--- config.mk ---
export PLATFORM = sky130hd
export DESIGN_NAME = fifo_sdp_fwft_ctrl
export DESIGN_NICKNAME = d
export VERILOG_FILES = /design/src/rtl/fifo_sdp_fwft_ctrl_pkg.sv /design/src/rtl/fifo_sdp_fwft_ctrl_out_skid2.sv /design/src/rtl/fifo_sdp_fwft_ctrl.sv
export SDC_FILE = /design/constraint.sdc
export NUM_CORES = 1
export LEC_CHECK = 0
export CAP_MARGIN = 10
export CORE_MARGIN = 5
export CORE_UTILIZATION = 47
export DETAILED_ROUTE_END_ITERATION = 10
export GPL_TIMING_DRIVEN = 0
export HOLD_SLACK_MARGIN = 0.12
export PLACE_DENSITY = 0.89
export SETUP_SLACK_MARGIN = 0.3
export SYNTH_ARGS = -nofsm -noshare
export SYNTH_HDL_FRONTEND = slang
export SYNTH_SLANG_ARGS = --single-unit
--- constraint.sdc ---
create_clock -name clk -period 4.8 [get_ports clk]
set_input_delay 0.48 -clock clk [delete_from_list [all_inputs] [get_ports clk]]
set_output_delay 0.48 -clock clk [all_outputs]
set_load 0.02 [all_outputs]
--- src/rtl/fifo_sdp_fwft_ctrl_pkg.sv ---
// ---------------------------------------------------------------------------
// fifo_sdp_fwft_ctrl_pkg
// Shared definitions for the SDP-RAM FWFT FIFO controller:
//   - depth / counter width helpers derived from the RAM address width
//   - output buffer depth (OB_DEPTH)
//   - output-buffer occupancy state encoding (EMPTY/ONE/TWO)
// No ports (package).
// ---------------------------------------------------------------------------
package fifo_sdp_fwft_ctrl_pkg;

    localparam int OB_DEPTH = 2;

    // The encoding equals the number of words held, so the state register
    // doubles as ob_cnt without a separate counter.
    typedef enum logic [1:0] {
        OB_EMPTY = 2'd0,
        OB_ONE   = 2'd1,
        OB_TWO   = 2'd2
    } ob_state_t;

    // DEPTH = 2**ADDR_WIDTH
    function automatic int calc_depth(input int addr_width);
        return 2 ** addr_width;
    endfunction

    // CNT_WIDTH = ADDR_WIDTH + 2, enough for DEPTH + OB_DEPTH words
    function automatic int calc_cnt_width(input int addr_width);
        return addr_width + 2;
    endfunction

endpackage

--- src/rtl/fifo_sdp_fwft_ctrl_out_skid2.sv ---
// ---------------------------------------------------------------------------
// fifo_out_skid2
// Two-entry output buffer that turns the RAM's registered read into a
// first-word-fall-through stream. Words arrive on capture/cap_data and leave
// through the rd_valid/rd_ready handshake.
// Ports:
//   clk, rst_n   clock, asynchronous active-low reset
//   capture      a RAM read word is on cap_data this cycle
//   cap_data     RAM read data
//   rd_ready     downstream accepts the head word
//   rd_valid     head word valid (buffer not empty)
//   rd_data      head word (registered)
//   pop          rd_valid & rd_ready
//   ob_cnt       words held (0..2)
// ---------------------------------------------------------------------------
module fifo_out_skid2
    import fifo_sdp_fwft_ctrl_pkg::*;
#(
    parameter int DATA_WIDTH = 8
) (
    input  logic                  clk,
    input  logic                  rst_n,
    input  logic                  capture,
    input  logic [DATA_WIDTH-1:0] cap_data,
    input  logic                  rd_ready,
    output logic                  rd_valid,
    output logic [DATA_WIDTH-1:0] rd_data,
    output logic                  pop,
    output logic [1:0]            ob_cnt
);

    ob_state_t             state_q;
    ob_state_t             state_d;
    logic [DATA_WIDTH-1:0] head_q;
    logic [DATA_WIDTH-1:0] skid_q;

    assign rd_valid = (state_q != OB_EMPTY);
    assign pop      = rd_valid & rd_ready;
    assign rd_data  = head_q;
    assign ob_cnt   = state_q;

    // Occupancy state register.
    always_ff @(posedge clk or negedge rst_n) begin
        if (!rst_n) begin
            state_q <= OB_EMPTY;
        end else begin
            state_q <= state_d;
        end
    end

    // Capture moves up one state, pop moves down one, both together hold.
    // The issue logic upstream never lets a capture land in TWO.
    always_comb begin
        state_d = state_q;
        unique case (state_q)
            OB_EMPTY: if (capture)          state_d = OB_ONE;
            OB_ONE: begin
                if (capture && !pop)        state_d = OB_TWO;
                else if (pop && !capture)   state_d = OB_EMPTY;
            end
            OB_TWO:   if (pop && !capture)  state_d = OB_ONE;
            default:                        state_d = OB_EMPTY;
        endcase
    end

    // Data path: the head register feeds rd_data directly; the skid entry
    // only fills when a capture arrives while the head is still waiting.
    // On an empty buffer head_q keeps its last value.
    always_ff @(posedge clk or negedge rst_n) begin
        if (!rst_n) begin
            head_q <= '0;
            skid_q <= '0;
        end else begin
            unique case (state_q)
                OB_EMPTY: if (capture) head_q <= cap_data;
                OB_ONE: begin
                    if (capture && pop)  head_q <= cap_data;
                    else if (capture)    skid_q <= cap_data;
                end
                OB_TWO:   if (pop)     head_q <= skid_q;
                default: ;
            endcase
        end
    end

endmodule

--- src/rtl/fifo_sdp_fwft_ctrl.sv ---
// ---------------------------------------------------------------------------
// fifo_sdp_fwft_ctrl
// Synchronous FIFO controller around an external simple-dual-port RAM
// (port A write, port B read with 1-cycle registered read). Presents a
// first-word-fall-through valid/ready stream using a 2-entry output buffer.
// Optional feature: define FIFO_ALMOST_FULL_EN to build the registered
// almost_full flag; otherwise almost_full is tied to 0.
// Ports:
//   clk, rst_n                     clock, asynchronous active-low reset
//   wr_valid/wr_ready/wr_data      upstream write stream
//   rd_valid/rd_ready/rd_data      downstream FWFT read stream
//   fill_cnt                       words held (RAM + in flight + buffer)
//   almost_full                    fill_cnt >= ALMOST_FULL_THRESH
//   ram_ena/ram_wea/ram_addra/ram_dia   RAM port A (write)
//   ram_enb/ram_addrb/ram_dob           RAM port B (read)
// ---------------------------------------------------------------------------
module fifo_sdp_fwft_ctrl
    import fifo_sdp_fwft_ctrl_pkg::*;
#(
    parameter int DATA_WIDTH         = 8,
    parameter int ADDR_WIDTH         = 5,
    parameter int ALMOST_FULL_THRESH = calc_depth(ADDR_WIDTH) - 2
) (
    input  logic                              clk,
    input  logic                              rst_n,
    input  logic                              wr_valid,
    output logic                              wr_ready,
    input  logic [DATA_WIDTH-1:0]             wr_data,
    output logic                              rd_valid,
    input  logic                              rd_ready,
    output logic [DATA_WIDTH-1:0]             rd_data,
    output logic [calc_cnt_width(ADDR_WIDTH)-1:0] fill_cnt,
    output logic                              almost_full,
    output logic                              ram_ena,
    output logic                              ram_wea,
    output logic [ADDR_WIDTH-1:0]             ram_addra,
    output logic [DATA_WIDTH-1:0]             ram_dia,
    output logic                              ram_enb,
    output logic [ADDR_WIDTH-1:0]             ram_addrb,
    input  logic [DATA_WIDTH-1:0]             ram_dob
);

    localparam int DEPTH     = calc_depth(ADDR_WIDTH);
    localparam int CNT_WIDTH = calc_cnt_width(ADDR_WIDTH);

    logic [ADDR_WIDTH-1:0] wr_ptr;
    logic [ADDR_WIDTH-1:0] rd_ptr;
    logic [ADDR_WIDTH:0]   ram_cnt;
    logic                  inflight;
    logic [1:0]            ob_cnt;
    logic [2:0]            ob_next_occ;
    logic                  push;
    logic                  pop;
    logic                  issue;

    // Full is judged on RAM occupancy alone, so wr_ready is a pure register
    // decode and never depends on rd_ready.
    assign wr_ready = (ram_cnt != (ADDR_WIDTH+1)'(DEPTH));
    assign push     = wr_valid & wr_ready;

    // Issue a read only if the word it returns will have a buffer slot once
    // the current in-flight word lands and this cycle's pop leaves.
    assign ob_next_occ = {1'b0, ob_cnt} + {2'b00, inflight} - {2'b00, pop};
    assign issue       = (ram_cnt != '0) && (ob_next_occ < 3'd2);

    assign ram_ena   = push;
    assign ram_wea   = push;
    assign ram_addra = wr_ptr;
    assign ram_dia   = wr_data;
    assign ram_enb   = issue;
    assign ram_addrb = rd_ptr;

    assign fill_cnt = CNT_WIDTH'(ram_cnt) + CNT_WIDTH'(inflight) + CNT_WIDTH'(ob_cnt);

    // Pointers wrap naturally at DEPTH; ram_cnt carries the extra bit that
    // distinguishes full from empty.
    always_ff @(posedge clk or negedge rst_n) begin
        if (!rst_n) begin
            wr_ptr   <= '0;
            rd_ptr   <= '0;
            ram_cnt  <= '0;
            inflight <= 1'b0;
        end else begin
            if (push)  wr_ptr <= wr_ptr + 1'b1;
            if (issue) rd_ptr <= rd_ptr + 1'b1;
            if (push && !issue)      ram_cnt <= ram_cnt + 1'b1;
            else if (issue && !push) ram_cnt <= ram_cnt - 1'b1;
            inflight <= issue;
        end
    end

    fifo_out_skid2 #(
        .DATA_WIDTH(DATA_WIDTH)
    ) u_out_skid2 (
        .clk      (clk),
        .rst_n    (rst_n),
        .capture  (inflight),
        .cap_data (ram_dob),
        .rd_ready (rd_ready),
        .rd_valid (rd_valid),
        .rd_data  (rd_data),
        .pop      (pop),
        .ob_cnt   (ob_cnt)
    );

`ifdef FIFO_ALMOST_FULL_EN
    localparam logic [CNT_WIDTH-1:0] AF_THRESH = CNT_WIDTH'(ALMOST_FULL_THRESH);

    logic [CNT_WIDTH-1:0] fill_next;

    // Every word entering or leaving the FIFO does so through push or pop,
    // so next fill is simply fill_cnt + push - pop; registering the compare
    // keeps the flag in step with fill_cnt.
    assign fill_next = fill_cnt + CNT_WIDTH'(push) - CNT_WIDTH'(pop);

    always_ff @(posedge clk or negedge rst_n) begin
        if (!rst_n) begin
            almost_full <= 1'b0;
        end else begin
            almost_full <= (fill_next >= AF_THRESH);
        end
    end
`else
    assign almost_full = 1'b0;
`endif

endmodule

# Word-level counts from Yosys, hierarchy flattened
# Index checks and enable logic that the tools add are counted.
dict set report op_classes {
  add_sub_neg 8
  n_lt_le_gt_ge 1
  n_eq_ne 8
  mux 11
  bitwise_logic 3
  reduce_logical 18
}
# cell n
set ops {}
lappend ops {{two-way mux 8 bit} 3}
lappend ops {{one-hot mux 8 bit (3 select lines)} 1}
lappend ops {{two-way mux 6 bit} 2}
lappend ops {{adder 5 x 1 -> 5 bit, second input constant} 2}
lappend ops {{two-way mux 2 bit} 4}
lappend ops {{adder 6 x 1 -> 7 bit} 1}
lappend ops {{adder 7 x 2 -> 7 bit} 1}
lappend ops {{adder 6 x 1 -> 6 bit, second input constant} 1}
lappend ops {{logical AND 1 bit} 6}
lappend ops {{!= test 6 bit, second input constant} 1}
lappend ops {{one-hot mux 2 bit (3 select lines)} 1}
lappend ops {{AND reduction 3 bit} 2}
lappend ops {{nonzero test 6 bit} 1}
lappend ops {{subtractor 6 x 1 -> 6 bit, second input constant} 1}
lappend ops {{zero test 1 bit} 4}
lappend ops {{!= test 2 x 1 -> 1 bit, second input constant} 2}
lappend ops {{!= test 2 bit, second input constant} 2}
lappend ops {{AND reduction 4 bit} 1}
lappend ops {{nonzero test 2 bit} 2}
lappend ops {{adder 2 x 1 -> 3 bit} 1}
lappend ops {{less-than comparator 3 x 2 -> 1 bit, second input constant} 1}
lappend ops {{!= test 3 x 1 -> 1 bit, second input constant} 1}
lappend ops {{nonzero test 3 bit} 1}
lappend ops {{subtractor 3 x 1 -> 3 bit} 1}
lappend ops {{other kinds (5)} 6}
dict set report totals {
  reg_bits 35
  in_bits 20
  word_cells 56
}

# Longest topological paths before layout
# Gate-level depths: netlist of the first run.
dict set report logic_depth {
  word_depth 8
  mapped_depth 15
  mapped_depth_nobuf 13
}

# By module
# Synthesis of the first run repeated with hierarchy kept, for this count alone.
dict set report hier_totals {
  cells_unflattened 178
  hier_area_um2 2079.5
}
# module instances cells_per_inst area_each_um2 seq_area_each_um2
set by_module_without_submodules {}
lappend by_module_without_submodules {fifo_sdp_fwft_ctrl 1 116 1211.2 425.4}
lappend by_module_without_submodules {fifo_out_skid2 1 62 868.3 450.4}

# Least setup slack after synthesis of the first run
# No wires, ideal clock.
dict set report synth_path {
  kind {flip-flop to flip-flop}
  startpoint {register u_out_skid2.state_q[1], in the netlist u_out_skid2.ob_cnt[1]}
  endpoint {register ram_cnt[5]}
  setup_time_ns 0.126
  t_arrival_ns 3.538
  path_slack_ns 1.136
  stages_incl_launch_ff 16
  path_buffers 2
  period_less_slack_ns 3.664
  path_cell_list {dfrtp_1 > buf_2 > nor2b_1 > buf_2 > and2_1 > o21ai_0 > fa_1 > xnor2_1 > o311ai_4 > ha_1 > inv_1 > ha_1 > a211oi_1 > or3b_2 > nand4_1 > a221o_1}
}
dict set report synth_between {
  elab_chain_cells 8
  elab_cells_between_ends 11
}
# item line_no
set synth_rtl {}
lappend synth_rtl {{start: declaration} fifo_sdp_fwft_ctrl_out_skid2.sv:32} ;# ob_state_t state_q;
lappend synth_rtl {{start signal: assignment} fifo_sdp_fwft_ctrl_out_skid2.sv:47} ;# state_q <= state_d;
lappend synth_rtl {{parallel branches: the longest is 2 deep, another holds adder 2 x 1 -> 3 bit} --}
lappend synth_rtl {{subtractor 3 x 1 -> 3 bit *} fifo_sdp_fwft_ctrl.sv:63} ;# assign ob_next_occ = {1'b0, ob_cnt} + {2'b00, inflight} - {2'b00, pop};
lappend synth_rtl {{less-than comparator 3 x 2 -> 1 bit *} fifo_sdp_fwft_ctrl.sv:64} ;# assign issue = (ram_cnt != '0) && (ob_next_occ < 3'd2);
lappend synth_rtl {{logical AND 1 bit *} fifo_sdp_fwft_ctrl.sv:64}
lappend synth_rtl {{zero test 1 bit} fifo_sdp_fwft_ctrl.sv:86} ;# if (push && !issue) ram_cnt <= ram_cnt + 1'b1;
lappend synth_rtl {{logical AND 1 bit} fifo_sdp_fwft_ctrl.sv:86}
lappend synth_rtl {{two-way mux 6 bit or nonzero test 2 bit (tied branches)} --}
lappend synth_rtl {{end signal: assignment} fifo_sdp_fwft_ctrl.sv:86}
lappend synth_rtl {{end signal: assignment} fifo_sdp_fwft_ctrl.sv:87} ;# else if (issue && !push) ram_cnt <= ram_cnt - 1'b1;
lappend synth_rtl {{end: declaration} fifo_sdp_fwft_ctrl.sv:48} ;# logic [ADDR_WIDTH:0] ram_cnt;
# Every way passes the cells marked *.
# A chain may end at the register's enable or synchronous reset.

# Final worst setup path of the first run
# Ends and elaborated chain as after synthesis.

==> reports/metrics.cfg, run 1 <==
[run_status]
outcome=finished, final reports clean

[sta]
fmax_mhz=244.1
layout_setup_ws_ps=703.9
slew_violations=0
fin_worst_skew_ps=7.594
period_minus_slack_ps=4096
grt_setup_unrepaired=no
worst_pin_slew_ps=769.2
fin_crit_sh=0.8533
tns_ps=0
maxSlewHeadroom=0.4872
hold_viol_final=0
setup_violations=0

[worst_setup_path]
crit_path_max_fanout=10
critical_path.endpoint_type=register
rr_worst_depth=15
cp_data_arrival_time_ps=4270
rr_endpoint=ram_cnt[5]
setup.worst_path.class=register to register
r2r_start=u_out_skid2.ob_cnt[1]
crit_path_start_kind=register
worst-r2r-setup-slack_ps=700
crit_required_ps=4980

[route]
vias_per_cell=5.187
drt-total-wl_um=3996
antenna_left=0
via_count=1499
drcViolationCount=0
drt_iter0_markers=53
wl_per_cell_um=13.83
dr.pass1.iters=4

[finish]
drive_above_1_share=0.1632
regArea_sq_um=875.8
nNetsFinal=270
fin_cells=289
n_antenna_cell=0
finalInstanceArea_sq_mm=0.002661
n_fill_cell=327
multi_input_area_sq_um=987.2
utilization=0.6559
area_growth_pct=33.02

[placed_design]
portBuffers=49
dpl-instance-area_sq_mm=0.002549
post-place-ws_ps=726.0
routabilityCongestion=0.9298
dp_hpwl_um=3020
place_inst=281

[synthesis]
synth.avg_cell_area_sq_um=10.99
synth_edf_count=0
synthFlopType=dfrtp_1
netlist_area_sq_mm=0.002001
synth_top_area_frac=0.4378
yosysWarnings=0
syn_inst=182
async_flop_share=1.000
yosysMostFrequentCell=dfrtp_1
synth-seq-area-share=0.4378
synth_area_leaders=dfrtp_1 (44%), mux2i_1 (5.5%), xnor2_1 (5.3%), mux2_2 (5.1%), ha_1 (5.0%)
synth_seq_cells=35
yosysTopAreaCell=dfrtp_1
ys_top_cells_by_count=dfrtp_1 (35), xnor2_1 (12), mux2i_1 (11), nand2_1 (11), nor2_1 (11)
syn_nets=214
synth_cell_type_count=42

[floorplanning]
core-area_sq_mm=0.004058
die_h_um=75.25
ios=59
rows=23
dieArea_sq_mm=0.005662
start_util=0.4931
die_w_um=75.25

[clock_network]
cts.repair.resized=0
numCtsBuffers=5
root_buffer=clkbuf_8
cts_buffer_depth=2
htree_levels=2
insertion_delay_ps=300
cts_tree=built
ctsHoldBuffers=0
clock-sinks=35
cts_setup_buffers=0
cts.clk_slew.worst_paths_ps=80

[min_path]
hold_path.class=primary input to asynchronous set/reset pin

[global_routing]
grt_max_degree=36
track_usage=0.1543
grt_pass1_wl_um=6610
grt_antenna_before_repair=0
grt.overflow.total=0
grt_pass1_vias=1534

[run]
maxCapViolations=0

[pwr]
peakVddDrop_uv=451.3
p_per_area_mw_per_mm2=840.3
p_leak_nw=1.136

-- report_power, final --
part	internal, W	switching (W)
logic	0.000664	0.000724
clock network	0.000155	0.000113
registers	0.000456	0.000125
-- per-layer routing --
| metal | GRT usage | up-vias | share of wire |
|---|---|---|---|
| li1 | - | 732 | - |
| met1 | 0.1986 | 705 | 0.44 |
| met2 | 0.2495 | 55 | 0.47 |
| met3 | 0.03738 | 7 | 0.065 |
| met4 | 0.06408 | 0 | 0.016 |
| met5 | 0 | - | 0 |
-- layout make-up --
type	count	area share
Sequential cell	35	0.3291
Timing Repair Buffer	49	0.1824
Buffer	16	0.03761
Inverter	10	0.01410
Clock inverter	3	0.01646
Tap cell	50	0.02351
Clock buffer	5	0.02586
Multi-Input combinational cell	121	0.3709
-- flip-flops by register name (all words and copies together), names as in the netlist --
| name | cells |
|---|---|
| u_out_skid2.rd_data | 8 |
| u_out_skid2.ob_cnt | 2 |
| ram_cnt | 6 |
| ram_addra | 5 |
| u_out_skid2.skid_q | 8 |
| inflight | 1 |
| ram_addrb | 5 |
-- stage by stage --
stage	hold WS, ps	total power (W)
finish	251.2	0.002236
floorplan	184.4	0.001503
detailed placement	465.3	0.001990
global placement	461.3	0.001937
global route	328.0	0.002419
CTS	275.6	0.002261
-- worst max-delay path, stage by stage (launching register included) --
cell,delay (ps)
dfrtp_1,450
buf_2,260
nor2b_1,140
buf_2,290
and2_1,220
o21ai_0,120
fa_1,390
xnor2_1,240
o311ai_4,180
ha_1,300
inv_1,150
ha_1,270
a211oi_1,410
or3b_2,210
nand4_1,90
a221o_1,260
-- cell usage in the layout, fill, tap and decap left out, types with 3 or more instances in the layout --
| master | count |
|---|---|
| buf_2 | 3 |
| clkbuf_8 | 5 |
| buf_4 | 10 |
| nor2b_1 | 3 |
| inv_1 | 9 |
| o21ai_0 | 4 |
| a21oi_1 | 10 |
| xnor2_1 | 12 |
| nor2_1 | 11 |
| clkbuf_1 | 4 |
| ha_1 | 8 |
| a21o_1 | 3 |
| mux2_2 | 9 |
| dfrtp_1 | 35 |
| nand4_1 | 6 |
| xor2_1 | 4 |
| clkdlybuf4s50_1 | 48 |
| fa_1 | 4 |
| mux2i_1 | 11 |
| nand2_1 | 11 |
-- how the worst max path moves through the flow --
stage	from	endpoint	slack, ps	depth (start not counted)
global route	u_out_skid2.ob_cnt[1]	ram_cnt[5]	390	15
CTS	u_out_skid2.ob_cnt[1]	ram_cnt[5]	720	15
floorplan	u_out_skid2.ob_cnt[1]	ram_cnt[5]	1140	15
global placement	u_out_skid2.ob_cnt[1]	ram_cnt[5]	820	15
detailed placement	u_out_skid2.ob_cnt[1]	ram_cnt[5]	730	15
finish	u_out_skid2.ob_cnt[1]	ram_cnt[5]	700	15
-- cells by family (layout without fill, tap and decap cells) --
group | Yosys count | after routing | synth area share
buffers and inverters | 26 | 83 | 0.06879
other | 1 | 1 | 0.001874
AO/OA/AOI/OAI | 29 | 29 | 0.1019
flip-flops | 35 | 35 | 0.4378
adder cells (fa/ha/maj) | 12 | 12 | 0.09006
XOR/XNOR | 16 | 16 | 0.07004
multiplexers | 21 | 21 | 0.1132
AND/OR/NAND/NOR | 42 | 42 | 0.1163
Note: power is estimated with default switching activity, not from simulation.
==> inputs of run 2 (changes only) <==
--- a/config.mk
+++ b/config.mk
@@ -7,11 +7,11 @@
 export LEC_CHECK = 0
 export CAP_MARGIN = 10
 export CORE_MARGIN = 5
-export CORE_UTILIZATION = 47
+export CORE_UTILIZATION = 30
 export DETAILED_ROUTE_END_ITERATION = 10
 export GPL_TIMING_DRIVEN = 0
 export HOLD_SLACK_MARGIN = 0.12
-export PLACE_DENSITY = 0.89
+export PLACE_DENSITY = 0.64
 export SETUP_SLACK_MARGIN = 0.3
 export SYNTH_ARGS = -nofsm -noshare
 export SYNTH_HDL_FRONTEND = slang
==> run 2 against run 1 <==
Against the previous run: register-to-register slack improved by 20 ps; power shrank 2.9%; sequential cell count did not move; sequential power barely moved; combinational power about the same; die area increased by 48%; worst hold slack improved by 22 ps; utilization decreased by 24 points; non-clock buffer count unchanged; largest cell class unchanged.
==> reports/metrics.cfg, run 2 (synthesized netlist as in run 1, its figures left out) <==
[worst_setup_path]
path_cells=buf_2 -> nor2b_1 -> buf_2 -> and2_1 -> o21ai_0 -> fa_1 -> xnor2_1 -> o311ai_4 -> ha_1 -> inv_1 -> ha_1 -> a211oi_1 -> or3b_2 -> nand4_1 -> a221o_1  ; unchanged
path_delay_family=compound AO/OA/AOI/OAI gates  ; unchanged
cp_data_arrival_time_ps=4240  ; was 4270 ps
crit_path_start_kind=register  ; unchanged
setup.worst_path.class=register to register  ; unchanged
critical_path.endpoint_type=register  ; unchanged
critPathBufInv=3  ; unchanged
slowest_stage=dfrtp_1  ; unchanged
critical_path.max_stage_delay_ps=440  ; was 450 ps
crit_required_ps=4960  ; was 4980 ps
crit_path_max_fanout=10  ; unchanged

[clock_network]
cts.clk_slew.worst_paths_ps=70  ; was 80 ps
clock-sinks=35  ; unchanged
numCtsBuffers=5  ; unchanged
cts_tree=built  ; unchanged
cts.repair.resized=0  ; unchanged
insertion_delay_ps=280  ; was 300 ps
ctsHoldBuffers=0  ; unchanged
cts_setup_buffers=0  ; unchanged
cts_buffer_depth=2  ; unchanged
htree_levels=2  ; unchanged
root_buffer=clkbuf_8  ; unchanged

[floorplanning]
dieArea_sq_mm=0.008402  ; was 0.005662 sq mm
start_util=0.3115  ; was 0.4931
die_w_um=91.67  ; was 75.25 um
die_h_um=91.67  ; was 75.25 um
ios=59  ; unchanged
rows=29  ; was 23
core-area_sq_mm=0.006422  ; was 0.004058 sq mm

[placed_design]
portBuffers=49  ; unchanged
dp_hpwl_um=3138  ; was 3020 um
routabilityCongestion=0.7914  ; was 0.9298

[finish]
multi_input_area_sq_um=987.2  ; unchanged
n_fill_cell=621  ; was 327
drive_above_1_share=0.1548  ; was 0.1632
nNetsFinal=270  ; unchanged
regArea_sq_um=875.8  ; unchanged
mostFrequentLayoutCells=clkdlybuf4s50_1 (48), dfrtp_1 (35), xnor2_1 (12)  ; unchanged
final_common_cell=clkdlybuf4s50_1  ; unchanged
area_growth_pct=33.15  ; was 33.02%
n_antenna_cell=0  ; unchanged

[route]
vias_per_cell=4.684  ; was 5.187
via_count=1480  ; was 1499
drt_iter0_markers=47  ; was 53
wl_per_cell_um=12.99  ; was 13.83 um
antenna_left=0  ; unchanged
drt-total-wl_um=4106  ; was 3996 um
dr.pass1.iters=6  ; was 4
drcViolationCount=0  ; unchanged

[global_routing]
grt_antenna_before_repair=0  ; unchanged
grt_max_degree=36  ; unchanged
track_usage=0.1053  ; was 0.1543
grt.overflow.total=0  ; unchanged
grt_pass1_vias=1567  ; was 1534
grt_pass1_wl_um=7286  ; was 6610 um

[sta]
fmax_mhz=245.4  ; was 244.1 MHz
worst_pin_slew_ps=784.3  ; was 769.2 ps
grt_setup_unrepaired=no  ; unchanged
period_minus_slack_ps=4075  ; was 4096 ps
tns_ps=0  ; unchanged
slew_violations=0  ; unchanged
fin_worst_skew_ps=3.847  ; was 7.594 ps
maxSlewHeadroom=0.4771  ; was 0.4872
setup_violations=0  ; unchanged
fin_crit_sh=0.8489  ; was 0.8533
hold_viol_final=0  ; unchanged

[run_status]
outcome=finished, final reports clean  ; unchanged

[pwr]
p_total_w=0.002171  ; was 0.002236 W
p_leak_nw=1.120  ; was 1.136 nW
peakVddDrop_uv=478.0  ; was 451.3 uV
p_per_area_mw_per_mm2=815.0  ; was 840.3 mW/mm^2

[run]
maxCapViolations=0  ; unchanged

[min_path]
hold_path.class=primary input to asynchronous set/reset pin  ; unchanged

[run 2: metal layers]
layer,global-route usage,routed length (um),up-vias,part of all wire
met3,0.03682,308,3,0.075
met4,0.02261,17,0,0.0041
met5,0,0,-,0
met2,0.1753,1966,47,0.48
li1,-,-,735,-
met1,0.1323,1814,695,0.44
[run 2: layout make-up]
cell class              instances  area share
plain buffers                  16     0.03758
clock buffers                   7     0.02865
clock inverters                 1    0.001879
inverters                      10     0.01409
multi-input cells             121      0.3706
flip-flops and latches         35      0.3288
well taps                      77     0.03617
repair buffers                 49      0.1822
[run 2: path summary, 6_finish.rpt]
kind,start,endpoint,slack (ps),depth (start not counted)
max in group asynchronous,rst_n,inflight,4020,1
min reg2reg,ram_addrb[4],ram_addrb[4],480,1
min in group clk,ram_addrb[4],ram_addrb[4],480,1
max reg2reg,u_out_skid2.ob_cnt[1],ram_cnt[5],730,15
max,u_out_skid2.ob_cnt[1],ram_cnt[5],730,15
min,rst_n,u_out_skid2.rd_data[2],270,1
[run 2: stage by stage]
| step | std cells | instance area [sq um] | hold WS, ps | utilization | setup WS (ps) |
|---|---|---|---|---|---|
| final | 316 | 2664 | 273.5 | 0.4148 | 725.5 |
| after global routing | 316 | 2664 | 362.2 | 0.4148 | 330.9 |
| after floorplan | 182 | 2001 | 184.4 | - | 1136 |
| after global placement | 308 | 2587 | 465.6 | 0.4029 | 752.4 |
| after CTS | 316 | 2664 | 313.1 | 0.4148 | 644.4 |
| after detailed placement | 308 | 2582 | 471.6 | 0.4021 | 682.1 |
[run 2: worst reg2reg max path, delay by kind of cell (launching register included)]
kind	cells	cell delay, ps
flip-flops	1	440
AO/OA/AOI/OAI	4	970
adder cells (fa/ha/maj)	3	960
XOR/XNOR	1	250
buffers and inverters	3	700
AND/OR/NAND/NOR	4	640
[run 2: power by group]
part           total [W]  internal [W]  leakage (nW)  switching (W)
Sequential      0.000581      0.000456         0.410       0.000125
Combinational    0.00139      0.000663         0.668       0.000724
Clock           0.000202      0.000102        0.0422       0.000100
Total            0.00217       0.00122          1.12       0.000950
==> inputs of run 3 (changes only) <==
--- a/config.mk
+++ b/config.mk
@@ -11,7 +11,7 @@
 export DETAILED_ROUTE_END_ITERATION = 10
 export GPL_TIMING_DRIVEN = 0
 export HOLD_SLACK_MARGIN = 0.12
-export PLACE_DENSITY = 0.64
+export PLACE_DENSITY = 0.66
 export SETUP_SLACK_MARGIN = 0.3
 export SYNTH_ARGS = -nofsm -noshare
 export SYNTH_HDL_FRONTEND = slang
==> constraint.sdc (replaced) <==
create_clock -name clk -period 3.35 [get_ports clk]
set_input_delay 0.335 -clock clk [delete_from_list [all_inputs] [get_ports clk]]
set_output_delay 0.335 -clock clk [all_outputs]
set_load 0.02 [all_outputs]
==> run 3 against run 2 <==
Against the previous run: worst setup slack worse by 470 ps; via count grew 4.3%; global-route usage up 1.2 points; critical path depth is 1 lower; final area is 9.5% higher; routed wire length rose by 14%; utilization is 3.9 points higher; worst hold slack got worse by 120 ps; sequential share of layout area decreased by 2.7 points; sequential cell count is the same; largest cell class unchanged.
==> reports/metrics.cfg, run 3 (synthesized netlist as in run 1, its figures left out) <==
[run_status]
outcome=finished, final reports clean  ; unchanged

[finish]
drive_above_1_share=0.2581  ; was 0.1548
n_antenna_cell=0  ; unchanged
final_common_cell=clkdlybuf4s50_1  ; unchanged
multi_input_area_sq_mm=0.001096  ; was 987.2 sq um
utilization=0.4541  ; was 0.4148
regArea_sq_um=879.6  ; was 875.8 sq um
fin_cells=325  ; was 316
nNetsFinal=279  ; was 270
mostFrequentLayoutCells=clkdlybuf4s50_1 (45), dfrtp_1 (32), buf_4 (19)  ; was clkdlybuf4s50_1 (48), dfrtp_1 (35), xnor2_1 (12)
finalInstanceArea_sq_mm=0.002917  ; was 0.002664 sq mm
n_fill_cell=605  ; was 621
area_growth_pct=45.78  ; was 33.15%

[clock_network]
insertion_delay_ps=290  ; was 280 ps
cts.clk_slew.worst_paths_ps=70  ; about the same
ctsHoldBuffers=0  ; unchanged
cts_tree=built  ; unchanged
cts_buffer_depth=2  ; unchanged
root_buffer=clkbuf_8  ; unchanged
htree_levels=2  ; unchanged
clock-sinks=35  ; unchanged
numCtsBuffers=5  ; unchanged

[floorplanning]
start_util=0.3115  ; unchanged
die_h_um=91.67  ; unchanged
rows=29  ; unchanged
ios=59  ; unchanged
die_w_um=91.67  ; unchanged
core-area_sq_mm=0.006422  ; unchanged
dieArea_sq_mm=0.008402  ; unchanged

[worst_setup_path]
critical_path.endpoint_type=register  ; unchanged
path_cells=buf_6 -> nor2b_4 -> buf_6 -> and2_4 -> fa_2 -> xnor2_2 -> o311ai_4 -> ha_4 -> inv_6 -> ha_4 -> o211ai_1 -> or3b_4 -> nand4_1 -> a221o_1  ; was buf_2 -> nor2b_1 -> buf_2 -> and2_1 -> o21ai_0 -> fa_1 -> xnor2_1 -> o311ai_4 -> ha_1 -> inv_1 -> ha_1 -> a211oi_1 -> or3b_2 -> nand4_1 -> a221o_1
crit_path_max_fanout=4  ; was 10
crit_path_start_kind=register  ; unchanged
setup.worst_path.class=register to register  ; unchanged
critical_path.max_stage_delay_ps=420  ; was 440 ps
cp_data_arrival_time_ps=3270  ; was 4240 ps
crit_required_ps=3520  ; was 4960 ps
slowest_stage=dfrtp_2  ; was dfrtp_1

[route]
drcViolationCount=0  ; unchanged
drt_iter0_markers=41  ; was 47
wl_per_cell_um=14.43  ; was 12.99 um
via_count=1544  ; was 1480
drt-total-wl_um=4690  ; was 4106 um
dr.pass1.iters=4  ; was 6
vias_per_cell=4.751  ; was 4.684
antenna_left=0  ; unchanged

[global_routing]
track_usage=0.1170  ; was 0.1053
grt_max_degree=36  ; unchanged
grt_antenna_before_repair=0  ; unchanged
grt.overflow.total=0  ; unchanged
grt_pass1_vias=1647  ; was 1567
grt_pass1_wl_um=7948  ; was 7286 um

[pwr]
peakVddDrop_uv=790.1  ; was 478.0 uV
p_per_area_mw_per_mm2=1241  ; was 815.0 mW/mm^2
p_leak_nw=1.221  ; was 1.120 nW

[sta]
grt_setup_unrepaired=yes  ; was no
maxSlewHeadroom=0.4328  ; was 0.4771
tns_ps=0  ; unchanged
fin_crit_sh=0.9231  ; was 0.8489
period_minus_slack_ps=3092  ; was 4075 ps
layout_setup_ws_ps=257.5  ; was 725.5 ps
fmax_mhz=323.4  ; was 245.4 MHz
setup_violations=0  ; unchanged
hold_viol_final=0  ; unchanged
worst_pin_slew_ps=850.8  ; was 784.3 ps
fin_worst_skew_ps=6.318  ; was 3.847 ps
slew_violations=0  ; unchanged

[placed_design]
dpl-instance-area_sq_mm=0.002655  ; was 0.002582 sq mm
portBuffers=49  ; unchanged
routabilityCongestion=0.7429  ; was 0.7914
post-place-ws_ps=-210.3  ; was 682.1 ps
place_inst=308  ; unchanged
dp_hpwl_um=3276  ; was 3138 um

[min_path]
hold_path.class=primary input to asynchronous set/reset pin  ; unchanged

[run]
maxCapViolations=0  ; unchanged

run 3: cell count changes in the layout (fill, tap and decap cells not counted), sizes merged:
cell,before,now
clkinv,1,0
buf,13,22
clkbuf,11,10
dlygate4sd2,0,1
bufinv,0,2
clkdlybuf4s50,48,45
dlymetal6s2s,0,2
run 3: final timing paths:
| check | start | endpoint | slack, ps | cells past startpoint |
|---|---|---|---|---|
| min reg2reg | ram_addrb[4] | ram_addrb[4] | 480 | 1 |
| max | u_out_skid2.ob_cnt[1] | ram_cnt[5] | 260 | 14 |
| min | rst_n | ram_cnt[4] | 150 | 1 |
| min in group clk | ram_addrb[4] | ram_addrb[4] | 480 | 1 |
| max in group asynchronous | rst_n | u_out_skid2.ob_cnt[0] | 2610 | 1 |
| max reg2reg | u_out_skid2.ob_cnt[1] | ram_cnt[5] | 260 | 14 |
run 3: critical path, delay by kind of cell, from the launching register on:
family          cells  cell delay [ps]
xor+xnor            1              180
buf+inv             3              320
compound gates      3              760
fa+ha+maj           3              790
simple gates        4              510
flops               1              420
run 3: metrics by stage:
step                hold slack (ps)  power, W
global placement              464.6  0.002939
CTS                           186.8  0.003610
floorplan                     39.41  0.002257
detailed placement            467.8  0.002984
global route                  218.6  0.003910
finish                        154.0  0.003619
run 3: power by group:
group          switching [W]  internal, W
Combinational        0.00115      0.00116
Sequential          0.000200     0.000656
Clock               0.000158     0.000298
Total                0.00150      0.00212
run 3: final cells by class:
| class | count | share of cell area |
|---|---|---|
| plain buffers | 16 | 0.03861 |
| clock inverters | 2 | 0.02059 |
| multi-input cells | 121 | 0.3758 |
| well taps | 77 | 0.03303 |
| clock buffers | 6 | 0.02488 |
| flip-flops and latches | 35 | 0.3016 |
| repair buffers | 58 | 0.1909 |
| inverters | 10 | 0.01459 |
run 3: repair_timing:
action                                  4_1_cts  5_1_grt
resized for setup                            11        5
pin swaps                                     8        4
endpoints found under the setup margin        6        6
buffers inserted                              6        3
run 3: per-layer routing:
| layer | routed length, um | track usage | vias up |
|---|---|---|---|
| li1 | - | - | 746 |
| met1 | 2143 | 0.1462 | 751 |
| met2 | 2193 | 0.1929 | 42 |
| met3 | 303 | 0.04092 | 5 |
| met4 | 50 | 0.03015 | 0 |
| met5 | 0 | 0 | - |
